===== src/rtl/control_unit.sv =====
// control_unit: multi-cycle control FSM for the IF/ID/EXE/MEM/WB datapath.
// The state register resets asynchronously. Every output is decoded
// combinationally from the current state and the registered opcode, and is
// forced to zero while Reset is high.
module control_unit (
    input  logic       CLK,
    input  logic       Reset,
    input  logic [5:0] op,
    input  logic       zero,
    input  logic       sign,
    output logic [3:0] State,
    output logic       PCWre,
    output logic       IRWre,
    output logic       RegWre,
    output logic       mRD,
    output logic       mWR,
    output logic       ALUSrcA,
    output logic       ALUSrcB,
    output logic       DBDataSrc,
    output logic       WrRegDSrc,
    output logic       ExtSel,
    output logic [1:0] RegDst,
    output logic [1:0] PCSrc,
    output logic [2:0] ALUOp
);

    localparam logic [5:0] OP_ADD   = 6'b000000;
    localparam logic [5:0] OP_SUB   = 6'b000001;
    localparam logic [5:0] OP_ADDIU = 6'b000010;
    localparam logic [5:0] OP_AND   = 6'b010000;
    localparam logic [5:0] OP_ANDI  = 6'b010001;
    localparam logic [5:0] OP_ORI   = 6'b010010;
    localparam logic [5:0] OP_XORI  = 6'b010011;
    localparam logic [5:0] OP_SLL   = 6'b011000;
    localparam logic [5:0] OP_SLT   = 6'b100110;
    localparam logic [5:0] OP_SLTI  = 6'b100111;
    localparam logic [5:0] OP_SW    = 6'b110000;
    localparam logic [5:0] OP_LW    = 6'b110001;
    localparam logic [5:0] OP_BEQ   = 6'b110100;
    localparam logic [5:0] OP_BNE   = 6'b110101;
    localparam logic [5:0] OP_BLTZ  = 6'b110110;
    localparam logic [5:0] OP_J     = 6'b111000;
    localparam logic [5:0] OP_JR    = 6'b111001;
    localparam logic [5:0] OP_JAL   = 6'b111010;
    localparam logic [5:0] OP_HALT  = 6'b111111;

    typedef enum logic [3:0] {
        S_IF     = 4'b0000,
        S_ID     = 4'b0001,
        S_EXE_LS = 4'b0010,
        S_MEM    = 4'b0011,
        S_WB_L   = 4'b0100,
        S_EXE_BR = 4'b0101,
        S_EXE_AL = 4'b0110,
        S_WB_AL  = 4'b0111,
        S_HALT   = 4'b1000
    } state_t;

    state_t state, state_next;

    logic is_alu, is_branch, is_jump, is_ls, taken;

    // Opcode classification shared by next-state and output decode.
    always_comb begin
        is_alu    = 1'b0;
        is_branch = 1'b0;
        is_jump   = 1'b0;
        is_ls     = 1'b0;
        unique case (op)
            OP_ADD, OP_SUB, OP_ADDIU, OP_AND, OP_ANDI,
            OP_ORI, OP_XORI, OP_SLL, OP_SLT, OP_SLTI: is_alu    = 1'b1;
            OP_BEQ, OP_BNE, OP_BLTZ:                  is_branch = 1'b1;
            OP_J, OP_JR, OP_JAL:                      is_jump   = 1'b1;
            OP_SW, OP_LW:                             is_ls     = 1'b1;
            default: ;
        endcase
        taken = ((op == OP_BEQ)  &&  zero) ||
                ((op == OP_BNE)  && !zero) ||
                ((op == OP_BLTZ) &&  sign);
    end

    // State register with asynchronous reset to instruction fetch.
    always_ff @(posedge CLK or posedge Reset) begin
        if (Reset) state <= S_IF;
        else       state <= state_next;
    end

    // Next-state sequencing through the instruction phases.
    always_comb begin
        state_next = S_IF;
        unique case (state)
            S_IF: state_next = S_ID;
            S_ID: begin
                if (op == OP_HALT) state_next = S_HALT;
                else if (is_branch) state_next = S_EXE_BR;
                else if (is_ls)     state_next = S_EXE_LS;
                else if (is_alu)    state_next = S_EXE_AL;
                else                state_next = S_IF;
            end
            S_EXE_AL: state_next = S_WB_AL;
            S_WB_AL:  state_next = S_IF;
            S_EXE_BR: state_next = S_IF;
            S_EXE_LS: state_next = S_MEM;
            S_MEM:    state_next = (op == OP_LW) ? S_WB_L : S_IF;
            S_WB_L:   state_next = S_IF;
            S_HALT:   state_next = S_HALT;
            default:  state_next = S_IF;
        endcase
    end

    assign State = state;

    // Datapath enables and selects; everything held at zero during Reset.
    always_comb begin
        PCWre     = 1'b0;
        IRWre     = 1'b0;
        RegWre    = 1'b0;
        mRD       = 1'b0;
        mWR       = 1'b0;
        ALUSrcA   = 1'b0;
        ALUSrcB   = 1'b0;
        DBDataSrc = 1'b0;
        WrRegDSrc = 1'b0;
        ExtSel    = 1'b0;
        RegDst    = 2'b00;
        PCSrc     = 2'b00;
        ALUOp     = 3'b000;
        if (!Reset) begin
            // Selects depend on the opcode only, so they stay constant
            // across all cycles of one instruction.
            ALUSrcA   = (op == OP_SLL);
            ALUSrcB   = (op == OP_ADDIU) || (op == OP_ANDI) || (op == OP_ORI) ||
                        (op == OP_XORI)  || (op == OP_SLTI) || is_ls;
            DBDataSrc = (op == OP_LW);
            WrRegDSrc = (op != OP_JAL);
            ExtSel    = !((op == OP_ANDI) || (op == OP_ORI) || (op == OP_XORI));
            unique case (op)
                OP_ADD, OP_SUB, OP_AND, OP_SLT, OP_SLL:  RegDst = 2'b10;
                OP_ADDIU, OP_ANDI, OP_ORI, OP_XORI,
                OP_SLTI, OP_LW:                          RegDst = 2'b01;
                default:                                 RegDst = 2'b00;
            endcase
            unique case (op)
                OP_SUB, OP_BEQ, OP_BNE, OP_BLTZ: ALUOp = 3'b001;
                OP_AND, OP_ANDI:                 ALUOp = 3'b100;
                OP_ORI:                          ALUOp = 3'b011;
                OP_XORI:                         ALUOp = 3'b111;
                OP_SLL:                          ALUOp = 3'b010;
                OP_SLT, OP_SLTI:                 ALUOp = 3'b110;
                default:                         ALUOp = 3'b000;
            endcase
            if ((op == OP_J) || (op == OP_JAL))        PCSrc = 2'b11;
            else if (op == OP_JR)                      PCSrc = 2'b10;
            else if ((state == S_EXE_BR) && taken)     PCSrc = 2'b01;

            IRWre = (state == S_IF);
            mRD   = (state == S_MEM) && (op == OP_LW);
            mWR   = (state == S_MEM) && (op == OP_SW);
            PCWre = ((state == S_ID) && !is_alu && !is_branch && !is_ls &&
                     (op != OP_HALT)) ||
                    (state == S_WB_AL) || (state == S_EXE_BR) ||
                    ((state == S_MEM) && (op == OP_SW)) ||
                    (state == S_WB_L);
            RegWre = (state == S_WB_AL) || (state == S_WB_L) ||
                     ((state == S_ID) && (op == OP_JAL));
        end
    end

endmodule


===== config.mk =====
export PLATFORM = sky130hd
export DESIGN_NAME = control_unit
export DESIGN_NICKNAME = d
export VERILOG_FILES = /design/src/rtl/control_unit.sv
export SDC_FILE = /design/constraint.sdc
export NUM_CORES = 1
export LEC_CHECK = 0
export ABC_AREA = 1
export CORE_MARGIN = 2
export CORE_UTILIZATION = 35
export DETAILED_ROUTE_END_ITERATION = 10
export GPL_TIMING_DRIVEN = 0
export PLACE_DENSITY = 0.69
export SLEW_MARGIN = 20
export SYNTH_ARGS = -nofsm -noshare
export SYNTH_HDL_FRONTEND = slang
export SYNTH_SLANG_ARGS = --single-unit

===== constraint.sdc =====
create_clock -name CLK -period 1.8 [get_ports CLK]
set_input_delay 0.36 -clock CLK [delete_from_list [all_inputs] [get_ports CLK]]
set_output_delay 0.36 -clock CLK [all_outputs]
set_load 0.05 [all_outputs]

-- Word-level counts from Yosys, hierarchy flattened
Cells that the tools add are included.
- bits in writable memories: 0
- flip-flop bits (word level): 4
- output and inout bits: 21
- bits in read-only memories: 0
- word-level logic and storage cells: 98
- memories: 0
- bits of input ports: 10
- latch bits: 0
- divide/modulo/power cells: 0
- bitwise gates (word level): 0
- eq/ne operators: 28
- $mul: 0
- order comparisons: 0
- add/subtract/negate cells: 0
- reduce and logical (&&, ||, !) cells: 42
- mux-type cells: 27
- shift-type cells: 0
- operator list (kind ; number):
    $eq 6x6->1 const B ; 11
    $eq 6x5->1 const B ; 5
    $pmux 4 s6 ; 1
    $pmux 3 s6 ; 1
    $eq 4x3->1 const B ; 4
    $logic_or 1x1->1 ; 16
    $mux 3 ; 5
    $mux 1 ; 14
    $ne 6x6->1 const B ; 2
    $logic_and 1x1->1 ; 11
    $reduce_or 10->1 ; 1
    $eq 4x2->1 const B ; 2
    $mux 2 ; 4
    $eq 6x1->1 const B ; 1
    $eq 6x2->1 const B ; 1
    $logic_not 6->1 ; 1
    $reduce_or 2->1 ; 3
    $reduce_or 6->1 ; 1
    $logic_not 1->1 ; 5
    $reduce_or 5->1 ; 1
    $eq 4x1->1 const B ; 1
    $eq 4x4->1 const B ; 1
    $logic_not 4->1 ; 1
    $mux 4 ; 1
    3 further kinds ; 3

-- Depth between registers and ports, before layout
Gate-level depths: netlist (run 1).
- word-level depth: 13
- depth in mapped cells: 9
- gate-level depth less buffers: 9

-- Least setup slack after synthesis (run 1)
No wires, ideal clock.
- path kind: input to output
- start point: in op[4]
- end point: out PCSrc[1]
- buffers on the path: 0
- cell stages on the path: 2
- arrival: 2.939 ns
- required time: 1.440 ns
- setup slack: -1.499 ns
- cells stage by stage: nand2_1 a2111oi_0
- word-level cells in the longest chain between the ends: 4
- elaborated cells on any way between the ends: 7
- those cells by class: 3 x eq/ne; 3 x mux; 1 x reduce/logical
- ends and longest elaborated chain (element ; line ; source):
    start: declaration ; 8 ; input logic [5:0] op,
    $eq 6x6->1 ; -- ;
    $mux 2 / $logic_or 1x1->1 (equally long branches) ; 153, 152 ;
    $mux 2 (*) ; 152 ; if ((op == OP_J) || (op == OP_JAL)) PCSrc = 2'b11;
    $mux 2 (*) ; 128 ; if (!Reset) begin
    end: declaration ; 23 ; output logic [1:0] PCSrc,
Every way passes the cells marked *; elsewhere a longest branch is shown, timed or not.

-- Worst setup path in the final report (run 1)
- start point: reg state[3], in the netlist State[3]
- end point: out PCWre
- word-level cells in the longest chain between the ends: 10
- elaborated cells on any way between the ends: 15
- those cells by class: 5 x eq/ne; 1 x mux; 9 x reduce/logical
- ends and longest elaborated chain (element ; line ; source):
    start: declaration ; 59 ; state_t state, state_next;
    start signal: assignment ; 85 ; else state <= state_next;
    $eq 4x1->1 ; 159 ; PCWre = ((state == S_ID) && !is_alu && !is_branch && !is_ls &&
    $logic_and 1x1->1 (4 in a row) ; 159 ;
    $logic_or 1x1->1 ; 160 ; (op != OP_HALT)) ||
    $logic_or 1x1->1 (2 in a row) ; 161 ; (state == S_WB_AL) || (state == S_EXE_BR) ||
    $logic_or 1x1->1 (*) ; 162 ; ((state == S_MEM) && (op == OP_SW)) ||
    $mux 1 (*) ; 128 ;
    end: declaration ; 12 ; output logic PCWre,
Marked as above.

==> impl_table.tex, run 1 <==
\begin{tabular}{lr}
\hline
Metric & Value \\
\hline
\multicolumn{2}{l}{\textbf{Place}} \\
Number of placed cells counting well taps & 173 \\
Number of I/O port buffers & 30 \\
RePlAce Congestion & 0.781 \\
Post-DP HPWL & 1610 um \\
\multicolumn{2}{l}{\textbf{Synthesis}} \\
Cell type with the highest aggregate area in the netlist & sky130\_fd\_sc\_hd\_\_dfrtp\_1 \\
Seq/Total Area, Yosys & 14.5\% \\
Largest cells by area after synthesis & sky130\_fd\_sc\_hd\_\_dfrtp\_1 15\%, sky130\_fd\_sc\_hd\_\_nand2\_1 12\%, sky130\_fd\_sc\_hd\_\_nor2\_1 10\% \\
Synthesized area per cell & 5.94 um\^{}2 \\
Fraction of post-synthesis cell area in the top cell type by area & approximately 15\% \\
Number of distinct library cells after synthesis & 27 \\
Synthesized flop and latch total & 4 \\
Mapped Nets & approximately 130 \\
Mapped cell area & 689 um\^{}2 \\
Number of warnings printed during yosys synthesis & 0 \\
Synth Instances & roughly 120 \\
\multicolumn{2}{l}{\textbf{Setup path}} \\
Cell type of the slowest stage on the worst timing path & sky130\_fd\_sc\_hd\_\_dfrtp\_2 \\
Crit-path max cell delay & about 0.43 ns \\
Critical Path RT & 1.44 ns \\
Worst path cell trace & nor2\_4 > inv\_2 > nor2\_4 > nand2\_2 > nor2\_2 > nand3\_2 > a21oi\_4 > buf\_6 \\
Crit path top cell by count & sky130\_fd\_sc\_hd\_\_nor2\_4 \\
Critical Path Sink Type & output pin \\
Data arrival at the endpoint of the critical path & 1.55 ns \\
Startpoint-to-endpoint class of the critical path & reg2out \\
Critical path startpoint category & flip-flop \\
Worst-path fanout max & 3 \\
\multicolumn{2}{l}{\textbf{STA}} \\
Setup repair after global routing missed its margin & true \\
Max\_slew headroom & 66.4\% \\
Endpoints failing setup & 2 \\
Worst Slack Setup Final & -0.107 ns \\
WHS & $\sim$0.27 ns \\
Max Clock Freq & 524 MHz \\
Slew of the pin with the lowest slew margin & 0.503 ns \\
Worst Skew & 0.00816 ns \\
Sum of negative setup slack & -0.211 ns \\
Shortest period the worst path allows & 1.91 ns \\
Count of final max-slew check failures & 0 \\
Fin. Hold Viols & 0 \\
Share of the clock period used by the worst path & 106\% \\
\multicolumn{2}{l}{\textbf{Global route}} \\
First-pass GRT wire length & about 3900 um \\
Global-route usage over all layers & 21.5\% \\
Number of global-route vias before repair & 945 \\
Initial antenna violation count & 0 \\
Leftover overflow at the end of global routing & 0 \\
Pin count of the biggest net entering global routing & 11 \\
\multicolumn{2}{l}{\textbf{Status}} \\
Failing checks & negative setup slack \\
Outcome & finished with violations \\
\multicolumn{2}{l}{\textbf{Floorplan}} \\
Starting density of the core & $\sim$36\% \\
I/O pins & 31 \\
Die boundary width & 48.4 um \\
Floorplan core area & 1900 um\^{}2 \\
Area enclosed by the die boundary & 2340 um\^{}2 \\
Placement row count & 16 \\
Height of the die & 48.4 um \\
\multicolumn{2}{l}{\textbf{Clocking}} \\
Buffer depth of the longest clock path & 2 \\
Clock tree from TritonCTS & yes \\
Clk sinks & 4 \\
Hold buffer count at CTS & 0 \\
Root buffer cell & sky130\_fd\_sc\_hd\_\_clkbuf\_4 \\
H-Tree Level Count & 1 \\
Clk Latency, worst-skew pair & 0.24 ns \\
TritonCTS buffer count & 3 \\
Clock input transition at the sequential cells of the worst setup and hold paths & 0.04 ns \\
\multicolumn{2}{l}{\textbf{Detailed routing}} \\
DRC violation count after routing & 0 \\
Routed WL per cell & 13.2 um \\
Drt total wl & 2510 um \\
Via count & 948 \\
1st-pass router iterations & 4 \\
Remaining antenna violation count & 0 \\
Ratio of routed vias to standard cells & 4.99 \\
Starting DRC count in detailed routing & 11 \\
\multicolumn{2}{l}{\textbf{Run}} \\
Max capacitance violation total & 0 \\
\multicolumn{2}{l}{\textbf{Pwr}} \\
Lkg Pwr & 0.000657 uW \\
Power Density & 782 nW/um\^{}2 \\
Maximum resistive drop on vdd & 0.701 mV \\
\multicolumn{2}{l}{\textbf{Cells and area}} \\
Max reg flops & 4 \\
Fill cell instance count of the final layout & 149 \\
Non-filler cells, final & 190 \\
Total Nets Final & 175 \\
Area grow syn2layout & 94.7\% \\
Antenna fix cells & 0 \\
Share of final-layout standard cells stronger than drive strength 1 & roughly two thirds \\
\multicolumn{2}{l}{\textbf{Hold path}} \\
Class of the tightest hold or removal check & in2async \\
\hline
\end{tabular}
-- timing repair --
action                     CTS  global route
resized for setup          158            24
setup endpoints to repair   18            15
pin swaps                   17            10
buffers inserted            11             3
-- layout make-up --
type,count,area (um^2),share of cell area [%]
tap,27,33.8,2.52
timing repair buffer,44,390,29.1
buffer,1,11.3,0.839
multi-input combinational,93,704,52.5
sequential,4,105,7.83
inverter,18,75.1,5.59
clock buffer,3,22.5,1.68
-- placed cells by master, fill, tap and decap left out, types with 3 or more instances in the layout --
cell                            instances
sky130_fd_sc_hd__nor2_2                 8
sky130_fd_sc_hd__inv_2                 10
sky130_fd_sc_hd__dlygate4sd2_1          4
sky130_fd_sc_hd__clkbuf_4               7
sky130_fd_sc_hd__buf_6                 12
sky130_fd_sc_hd__nor2_1                13
sky130_fd_sc_hd__nand3_1                3
sky130_fd_sc_hd__nand3_2                7
sky130_fd_sc_hd__inv_1                  5
sky130_fd_sc_hd__nand2_2               10
sky130_fd_sc_hd__nor2_4                10
sky130_fd_sc_hd__nand2_1               14
sky130_fd_sc_hd__buf_4                 11
sky130_fd_sc_hd__buf_2                  7
sky130_fd_sc_hd__nand2_4                5
sky130_fd_sc_hd__inv_4                  3
sky130_fd_sc_hd__dfrtp_2                4
-- cells in the mapped netlist (all sizes together) --
| master | number |
|---|---|
| nor2 | 31 |
| nand2 | 29 |
| inv | 18 |
| nand3 | 12 |
| o21ai | 5 |
| dfrtp | 4 |
| nor3 | 4 |
| a21oi | 3 |
| nand3b | 2 |
| a2111oi | 1 |
| a211oi | 1 |
| a22oi | 1 |
| buf | 1 |
| nor4 | 1 |
| o211ai | 1 |
| o22ai | 1 |
| o31ai | 1 |
-- power breakdown --
part           internal (uW)  total, uW  switching, uW
registers                122        165           43.4
clock network           74.8        116           40.8
logic                    269        769            500
-- routing by layer --
layer | track usage, % | up-vias | share of wire [%]
li1 | - | 473 | -
met1 | 23.8 | 449 | 38
met2 | 41.0 | 23 | 57
met3 | 2.78 | 3 | 3.6
met4 | 9.05 | 0 | 0.84
met5 | 0 | - | 0
-- stage by stage --
stage / total power [uW] / cell area [um^2] / util (%) / setup slack (ns)
after global placement: 751 / 1090 / 57.2 / -1.21
final: 1050 / 1340 / 70.6 / -0.107
after global routing: 1110 / 1340 / 70.6 / -0.193
after detailed placement: 755 / 1090 / 57.2 / -1.22
after CTS: 987 / 1250 / 65.7 / -0.105
after floorplan: 578 / 753 / - / -0.127
-- cell families (layout without fill, tap and decap cells) --
group	count (synthesis)	count (layout)	synth area share, %
AND/OR/NAND/NOR	79	79	61.7
buffers and inverters	19	66	10.3
AO/OA/AOI/OAI	14	14	13.4
flip-flops	4	4	14.5
-- critical path: cells and delay by family (launching register included) --
family	cells	cell delay, ns
AO/OA/AOI/OAI	1	0.15
flip-flops	1	0.43
buffers and inverters	2	0.22
AND/OR/NAND/NOR	5	0.49
-- final timing paths --
| kind | start | depth (start not counted) | slack, ns | end |
|---|---|---|---|---|
| setup / recovery | State[3] | 8 | -0.11 | PCWre |
| hold / removal | Reset | 2 | 0.27 | State[0] |
| setup reg to reg | State[3] | 8 | 0.50 | State[2] |
| hold reg to reg | State[2] | 3 | 0.62 | State[3] |
| max in group asynchronous | Reset | 2 | 1.34 | State[1] |
| min in group CLK | op[3] | 3 | 0.42 | State[3] |
No activity file was read; power rests on OpenSTA's default activity.
==> run 2: changes to the inputs <==
Settings changed: CAP_MARGIN set to 30, CORE_UTILIZATION 35 to 41, PLACE_DENSITY 0.69 to 0.79, TNS_END_PERCENT set to 5.
==> run 2 against run 1 <==
Compared with the run above: the flow still finishes with violations (negative setup slack); sequential share of layout area is 0.62 points higher; final cell count is 7.4% lower; die area down 13%; worst hold slack lost 0.0089 ns; combinational power down 6.6%; non-clock buffer count is 3 lower; register-to-register slack improved by 0.03 ns; utilization up 10 points; sequential power shrank 4%; first-iteration DRC count up 27%; count of clock-buffer cells in the layout unchanged; via count decreased by 0.53%; largest cell class unchanged.
==> impl_table.tex, run 2 (synthesis results as in run 1) <==
\begin{tabular}{lr}
\hline
Metric & Value \\
\hline
\multicolumn{2}{l}{\textbf{Cells and area}} \\
Sequential cell area & 105 um\^{}2 \\
Max reg flops & 4 \\
Area grow syn2layout & 80.4\% \\
Total Nets Final & 172 \\
Share of final-layout standard cells stronger than drive strength 1 & 64.4\% \\
Antenna fix cells & 0 \\
Fill cell instance count of the final layout & 118 \\
Most frequent cells in the layout & 16 x sky130\_fd\_sc\_hd\_\_nand2\_1, 16 x sky130\_fd\_sc\_hd\_\_buf\_4, 14 x sky130\_fd\_sc\_hd\_\_nor2\_1 \\
Footprint of the multi-input gates & roughly 670 um\^{}2 \\
\multicolumn{2}{l}{\textbf{Detailed routing}} \\
Drt total wl & 2440 um \\
Via count & 943 \\
1st-pass router iterations & 4 \\
Remaining antenna violation count & 0 \\
Routed WL per cell & 13.8 um \\
Ratio of routed vias to standard cells & $\sim$5.4 \\
Starting DRC count in detailed routing & 14 \\
DRC violation count after routing & 0 \\
\multicolumn{2}{l}{\textbf{Global route}} \\
First-pass GRT wire length & 3930 um \\
Number of global-route vias before repair & 892 \\
Pin count of the biggest net entering global routing & 11 \\
Global-route usage over all layers & 26.3\% \\
Leftover overflow at the end of global routing & 0 \\
Initial antenna violation count & 0 \\
\multicolumn{2}{l}{\textbf{Clocking}} \\
H-Tree Level Count & 1 \\
Clock tree from TritonCTS & yes \\
Clock input transition at the sequential cells of the worst setup and hold paths & approximately 0.040 ns \\
TritonCTS buffer count & 3 \\
Hold buffer count at CTS & 0 \\
Clk Latency, worst-skew pair & 0.24 ns \\
Root buffer cell & sky130\_fd\_sc\_hd\_\_clkbuf\_4 \\
Clk sinks & 4 \\
Buffer depth of the longest clock path & 2 \\
\multicolumn{2}{l}{\textbf{Setup path}} \\
Critical Path Sink Type & output pin \\
Data arrival at the endpoint of the critical path & 1.55 ns \\
Critical path startpoint category & flip-flop \\
Worst-path fanout max & 3 \\
Critical Path RT & 1.44 ns \\
Crit path top cell by count & sky130\_fd\_sc\_hd\_\_nor2\_4 \\
Register-to-register path setup slack & 0.53 ns \\
Startpoint-to-endpoint class of the critical path & reg2out \\
Crit-path max cell delay & 0.42 ns \\
Worst path cell trace & nor2\_4 > inv\_2 > nor2\_4 > nand2\_2 > nor2\_2 > nand3\_2 > a21oi\_4 > buf\_6 \\
Cell type of the slowest stage on the worst timing path & sky130\_fd\_sc\_hd\_\_dfrtp\_2 \\
\multicolumn{2}{l}{\textbf{Floorplan}} \\
Starting density of the core & approximately 45\% \\
Placement row count & 14 \\
Floorplan core area & 1540 um\^{}2 \\
Die boundary width & 45.0 um \\
Area enclosed by the die boundary & 2030 um\^{}2 \\
Height of the die & 45.0 um \\
I/O pins & 31 \\
\multicolumn{2}{l}{\textbf{Hold path}} \\
Class of the tightest hold or removal check & in2async \\
\multicolumn{2}{l}{\textbf{STA}} \\
Slew of the pin with the lowest slew margin & $\sim$0.5 ns \\
Max Clock Freq & 523 MHz \\
Count of final max-slew check failures & 0 \\
WHS & 0.266 ns \\
Max\_slew headroom & around two thirds \\
Endpoints failing setup & 9 \\
Share of the clock period used by the worst path & 106\% \\
Setup repair after global routing missed its margin & true \\
Worst Slack Setup Final & -0.111 ns \\
Shortest period the worst path allows & 1.91 ns \\
Fin. Hold Viols & 0 \\
Worst Skew & 0.00781 ns \\
\multicolumn{2}{l}{\textbf{Run}} \\
Max capacitance violation total & 0 \\
\multicolumn{2}{l}{\textbf{Pwr}} \\
Switching share of power & a little under three fifths \\
Cell internal pwr & 439 uW \\
Power share of the clock group & between 10\% and 20\% \\
Maximum resistive drop on vdd & 0.426 mV \\
Power Density & about 800 nW/um\^{}2 \\
Sequential Power Share & 16.0\% \\
Lkg Pwr & 0.000625 uW \\
Share of power burned in combinational logic & 72.3\% \\
Net switching power figure & approximately 550 uW \\
Power Total & 992 uW \\
\multicolumn{2}{l}{\textbf{Status}} \\
Outcome & finished with violations \\
Failing checks & negative setup slack \\
\multicolumn{2}{l}{\textbf{Place}} \\
Number of I/O port buffers & 30 \\
Post-DP HPWL & 1710 um \\
Placement-stage worst setup slack & -1.23 ns \\
RePlAce Congestion & 0.853 \\
\hline
\end{tabular}
[run 2: changes by cell type in the layout (fill, tap and decap cells not counted), sizes merged]
cell | before | now
clkdlybuf4s18 | 1 | 0
clkbuf | 7 | 6
buf | 32 | 29
clkdlybuf4s15 | 1 | 3
[run 2: final timing paths]
| kind | startpoint | endpoint | cells past startpoint |
|---|---|---|---|
| min in group CLK | op[1] | State[3] | 5 |
| min | Reset | State[2] | 2 |
| max | State[3] | PCWre | 8 |
| min reg2reg | State[1] | State[3] | 3 |
| max reg2reg | State[3] | State[0] | 7 |
| max in group asynchronous | Reset | State[0] | 2 |
[run 2: area by class of cell]
type                       count  area share, %
timing repair buffer          41           28.1
tap                           16           1.61
buffer                         1          0.905
inverter                      18           5.63
sequential                     4           8.45
multi-input combinational     93           53.5
clock buffer                   3           1.81
[run 2: power groups by stage]
stage | registers [uW] | logic [uW] | clock network, uW
floorplan | 239 | 337 | 0
global placement | 151 | 595 | 0
detailed placement | 155 | 603 | 0
CTS | 156 | 688 | 119
global route | 161 | 763 | 122
finish | 158 | 718 | 116
[run 2: layer usage]
layer,part of all wire (%),GRT usage (%)
met1,38,31.1
met2,54,48.9
met3,6.2,2.00
met4,1.7,9.41
met5,0,0
[run 2: metrics by stage]
step	instance area (um^2)	instances	TNS (ns)	utilization [%]
global placement	1060	162	-16.22	68.6
floorplan	737	116	-0.535	-
CTS	1190	174	-0.449	77.2
detailed placement	1060	162	-16.66	68.6
global route	1240	176	-1.44	80.7
finish	1240	176	-0.563	80.7
[run 2: worst max-delay path: cells and delay by family (launching register included)]
family,cells,cell delay [ns]
simple gates,5,0.50
flops,1,0.42
compound gates,1,0.15
buf+inv,2,0.24
[run 2: timing repair]
action	4_1_cts	5_1_grt
gates cloned	0	0
setup buffers	9	2
resized for setup	137	28
endpoints found under the setup margin	18	17
pin swaps	11	7
==> run 3: changes to the inputs <==
Settings changed: ABC_AREA 1 to unset, CORE_UTILIZATION 41 to 42.
==> run 3 against run 2 <==
Compared with the run above: the flow still finishes with violations (negative setup slack); clock skew fell by 0.0042 ns; critical path depth shrank 2; worst setup slack got worse by 0.071 ns; global-route usage rose by 2.1 points; routed wire length increased by 8.0%; sequential share of layout area down 0.47 points; critical path type is now in2out; largest power group unchanged; highest routed layer unchanged.
==> impl_table.tex, run 3 <==
\begin{tabular}{lr}
\hline
Metric & Value \\
\hline
\multicolumn{2}{l}{\textbf{Clocking}} \\
Buffer depth of the longest clock path & 2 \\
Clk Latency, worst-skew pair & 0.24 ns \\
Clock input transition at the sequential cells of the worst setup and hold paths & 0.04 ns \\
Clk sinks & 4 \\
Clock tree from TritonCTS & yes \\
TritonCTS buffer count & 3 \\
Hold buffer count at CTS & 0 \\
H-Tree Level Count & 1 \\
Root buffer cell & sky130\_fd\_sc\_hd\_\_clkbuf\_4 \\
\multicolumn{2}{l}{\textbf{Floorplan}} \\
Floorplan core area & 1690 um\^{}2 \\
Die boundary width & 45.7 um \\
Area enclosed by the die boundary & 2090 um\^{}2 \\
I/O pins & 31 \\
Height of the die & around 46 um \\
Placement row count & 15 \\
Starting density of the core & between 40\% and 50\% \\
\multicolumn{2}{l}{\textbf{Place}} \\
Number of I/O port buffers & 28 \\
Number of placed cells counting well taps & $\sim$160 \\
RePlAce Congestion & 0.916 \\
Post-DP HPWL & 1720 um \\
Placement-stage worst setup slack & -1.35 ns \\
\multicolumn{2}{l}{\textbf{Synthesis}} \\
Synthesized area per cell & 6.47 um\^{}2 \\
Commonest cells post-synth & 17 x sky130\_fd\_sc\_hd\_\_nor2\_1, 12 x sky130\_fd\_sc\_hd\_\_nand2\_1, 8 x sky130\_fd\_sc\_hd\_\_buf\_2, 8 x sky130\_fd\_sc\_hd\_\_nor3\_1, 6 x sky130\_fd\_sc\_hd\_\_o21ai\_0 \\
Number of enable-type register cells in the synthesized netlist & 0 \\
Largest cells by area after synthesis & sky130\_fd\_sc\_hd\_\_dfrtp\_1 14\%, sky130\_fd\_sc\_hd\_\_nor2\_1 8.7\%, sky130\_fd\_sc\_hd\_\_nand2\_1 6.2\% \\
Fraction of post-synthesis cell area in the top cell type by area & 13.7\% \\
Number of distinct library cells after synthesis & 40 \\
Seq/Total Area, Yosys & 13.7\% \\
Synthesized flop and latch total & 4 \\
Synth Instances & roughly 110 \\
Most instantiated library cell after synthesis & sky130\_fd\_sc\_hd\_\_nor2\_1 \\
Cell type with the highest aggregate area in the netlist & sky130\_fd\_sc\_hd\_\_dfrtp\_1 \\
Ys async rst share & 100\% \\
Commonest register cell after synthesis & sky130\_fd\_sc\_hd\_\_dfrtp\_1 \\
Mapped cell area & 731 um\^{}2 \\
Mapped Nets & 123 \\
Number of warnings printed during yosys synthesis & 0 \\
\multicolumn{2}{l}{\textbf{Run}} \\
Max capacitance violation total & 0 \\
\multicolumn{2}{l}{\textbf{Cells and area}} \\
Fill cell instance count of the final layout & about 120 \\
Sequential cell area & 105 um\^{}2 \\
Area grow syn2layout & 80.1\% \\
Non-filler cells, final & 169 \\
Antenna fix cells & 0 \\
Share of final-layout standard cells stronger than drive strength 1 & about half \\
Max reg flops & 4 \\
Most frequent cells in the layout & 16 x sky130\_fd\_sc\_hd\_\_buf\_4, 12 x sky130\_fd\_sc\_hd\_\_buf\_6, 11 x sky130\_fd\_sc\_hd\_\_nand2\_1, 11 x sky130\_fd\_sc\_hd\_\_nor2\_1, 7 x sky130\_fd\_sc\_hd\_\_clkbuf\_4 \\
Most common library cell in the layout ignoring fill and taps & sky130\_fd\_sc\_hd\_\_buf\_4 \\
Total Nets Final & 164 \\
Footprint of the multi-input gates & 709 um\^{}2 \\
\multicolumn{2}{l}{\textbf{Global route}} \\
Fraction of met3 tracks used by global routing & around 1.2\% \\
Most utilized layer in the global route result & met2 \\
Number of global-route vias before repair & around 1,000 \\
Met1 track demand over resource in global routing & 34.2\% \\
Leftover overflow at the end of global routing & 0 \\
Initial antenna violation count & 0 \\
First-pass GRT wire length & approximately 4400 um \\
Met2 routing resource usage after global routing & 49.3\% \\
Pin count of the biggest net entering global routing & 11 \\
Global-route usage over all layers & about 28\% \\
\multicolumn{2}{l}{\textbf{STA}} \\
Worst Slack Setup Final & -0.182 ns \\
Shortest period the worst path allows & 1.98 ns \\
WHS & 0.298 ns \\
Max Clock Freq & 504 MHz \\
Worst Skew & around 0.0036 ns \\
Fin. Hold Viols & 0 \\
Endpoints failing setup & 8 \\
Setup repair after global routing missed its margin & true \\
Slew of the pin with the lowest slew margin & 0.494 ns \\
Max\_slew headroom & around two thirds \\
Count of final max-slew check failures & 0 \\
Share of the clock period used by the worst path & 110\% \\
\multicolumn{2}{l}{\textbf{Setup path}} \\
Cell type of the slowest stage on the worst timing path & sky130\_fd\_sc\_hd\_\_a221o\_1 \\
Data arrival at the endpoint of the critical path & 1.62 ns \\
Critical path's top delay family & compound AO/OA/AOI/OAI gates \\
Register-to-register path setup slack & 0.56 ns \\
Crit-path max cell delay & 0.30 ns \\
Worst path cell trace & buf\_8 > and3b\_2 > a22o\_1 > a221o\_1 > o32ai\_4 > buf\_6 \\
Startpoint of the lowest-slack register-to-register path & State[1] \\
First element of the critical path & op[2] \\
Critical path startpoint category & input pin \\
Critical Path Sink Type & output pin \\
Critical Path RT & 1.44 ns \\
Startpoint-to-endpoint class of the critical path & in2out \\
Worst-path fanout max & 4 \\
Bufs and invs on worst path & 2 \\
\multicolumn{2}{l}{\textbf{Detailed routing}} \\
Ratio of routed vias to standard cells & 6.15 \\
DRC violation count after routing & 0 \\
Remaining antenna violation count & 0 \\
Via count & approximately 1,000 \\
Starting DRC count in detailed routing & 29 \\
Routed WL per cell & 15.6 um \\
1st-pass router iterations & 4 \\
Drt total wl & 2630 um \\
\multicolumn{2}{l}{\textbf{Hold path}} \\
Class of the tightest hold or removal check & in2async \\
\multicolumn{2}{l}{\textbf{Status}} \\
Failing checks & negative setup slack \\
Outcome & finished with violations \\
\multicolumn{2}{l}{\textbf{Pwr}} \\
Lkg Pwr & 0.000538 uW \\
Power Density & 765 nW/um\^{}2 \\
Maximum resistive drop on vdd & 0.426 mV \\
\hline
\end{tabular}
[run 3: report_power, final]
part / switching, uW / leakage, uW / internal (uW)
sequential: 39.7 / 0.0000470 / 120
clock: 35.0 / 0.0000138 / 74.4
combinational: 457 / 0.000477 / 281
total: 532 / 0.000538 / 476
[run 3: kinds of logic (layout without fill, tap and decap cells)]
family / after synthesis / after routing / share of synthesized area (%)
AOI/OAI and AO/OA: 29 / 29 / 28.8
xor gates and xnor gates: 2 / 2 / 2.40
buffers and inverters: 16 / 55 / 9.59
DFF: 4 / 4 / 13.7
muxes: 1 / 1 / 1.37
and+or+nand+nor: 61 / 61 / 44.2
[run 3: repair_timing]
item	4_1_cts	5_1_grt
gates cloned	0	0
pin swaps	10	6
buffers inserted	9	0
endpoints found under the hold margin	0	0
endpoints found under the setup margin	19	15
resized for setup	152	19
[run 3: worst register-to-register path, cell delays in order (launching register included)]
cell	delay, ns
sky130_fd_sc_hd__dfrtp_2	0.40
sky130_fd_sc_hd__buf_6	0.14
sky130_fd_sc_hd__nor3_1	0.26
sky130_fd_sc_hd__nand2_1	0.10
sky130_fd_sc_hd__a221oi_1	0.24
[run 3: layer usage]
layer	share of wire [%]	wire (um)	vias to the layer above
li1	-	-	497
met1	41	1090	492
met2	51	1340	39
met3	3.6	94	12
met4	4.2	110	0
met5	0	0	-
[run 3: layout make-up]
type | count | area share (%)
timing repair buffer | 37 | 25.9
multi-input combinational | 93 | 53.9
sequential | 4 | 7.98
inverter | 4 | 1.14
buffer | 11 | 7.79
tap | 17 | 1.62
clock buffer | 3 | 1.71
[run 3: path summary, 6_finish.rpt]
| check | end | depth (start not counted) |
|---|---|---|
| max in group asynchronous | State[1] | 2 |
| setup reg to reg | State[0] | 4 |
| hold reg to reg | State[0] | 1 |
| setup / recovery | PCWre | 6 |
| min in group CLK | State[0] | 4 |
| hold / removal | State[2] | 2 |
[run 3: per-stage QoR]
| step | power (uW) | setup TNS, ns | utilization, % | area (um^2) |
|---|---|---|---|---|
| CTS | 991 | -0.899 | 76.0 | 1280 |
| global placement | 791 | -18.12 | 66.8 | 1130 |
| detailed placement | 801 | -18.49 | 66.8 | 1130 |
| global route | 1070 | -1.39 | 77.9 | 1320 |
| finish | 1010 | -0.898 | 77.9 | 1320 |
| floorplan | 623 | -1.72 | - | 827 |
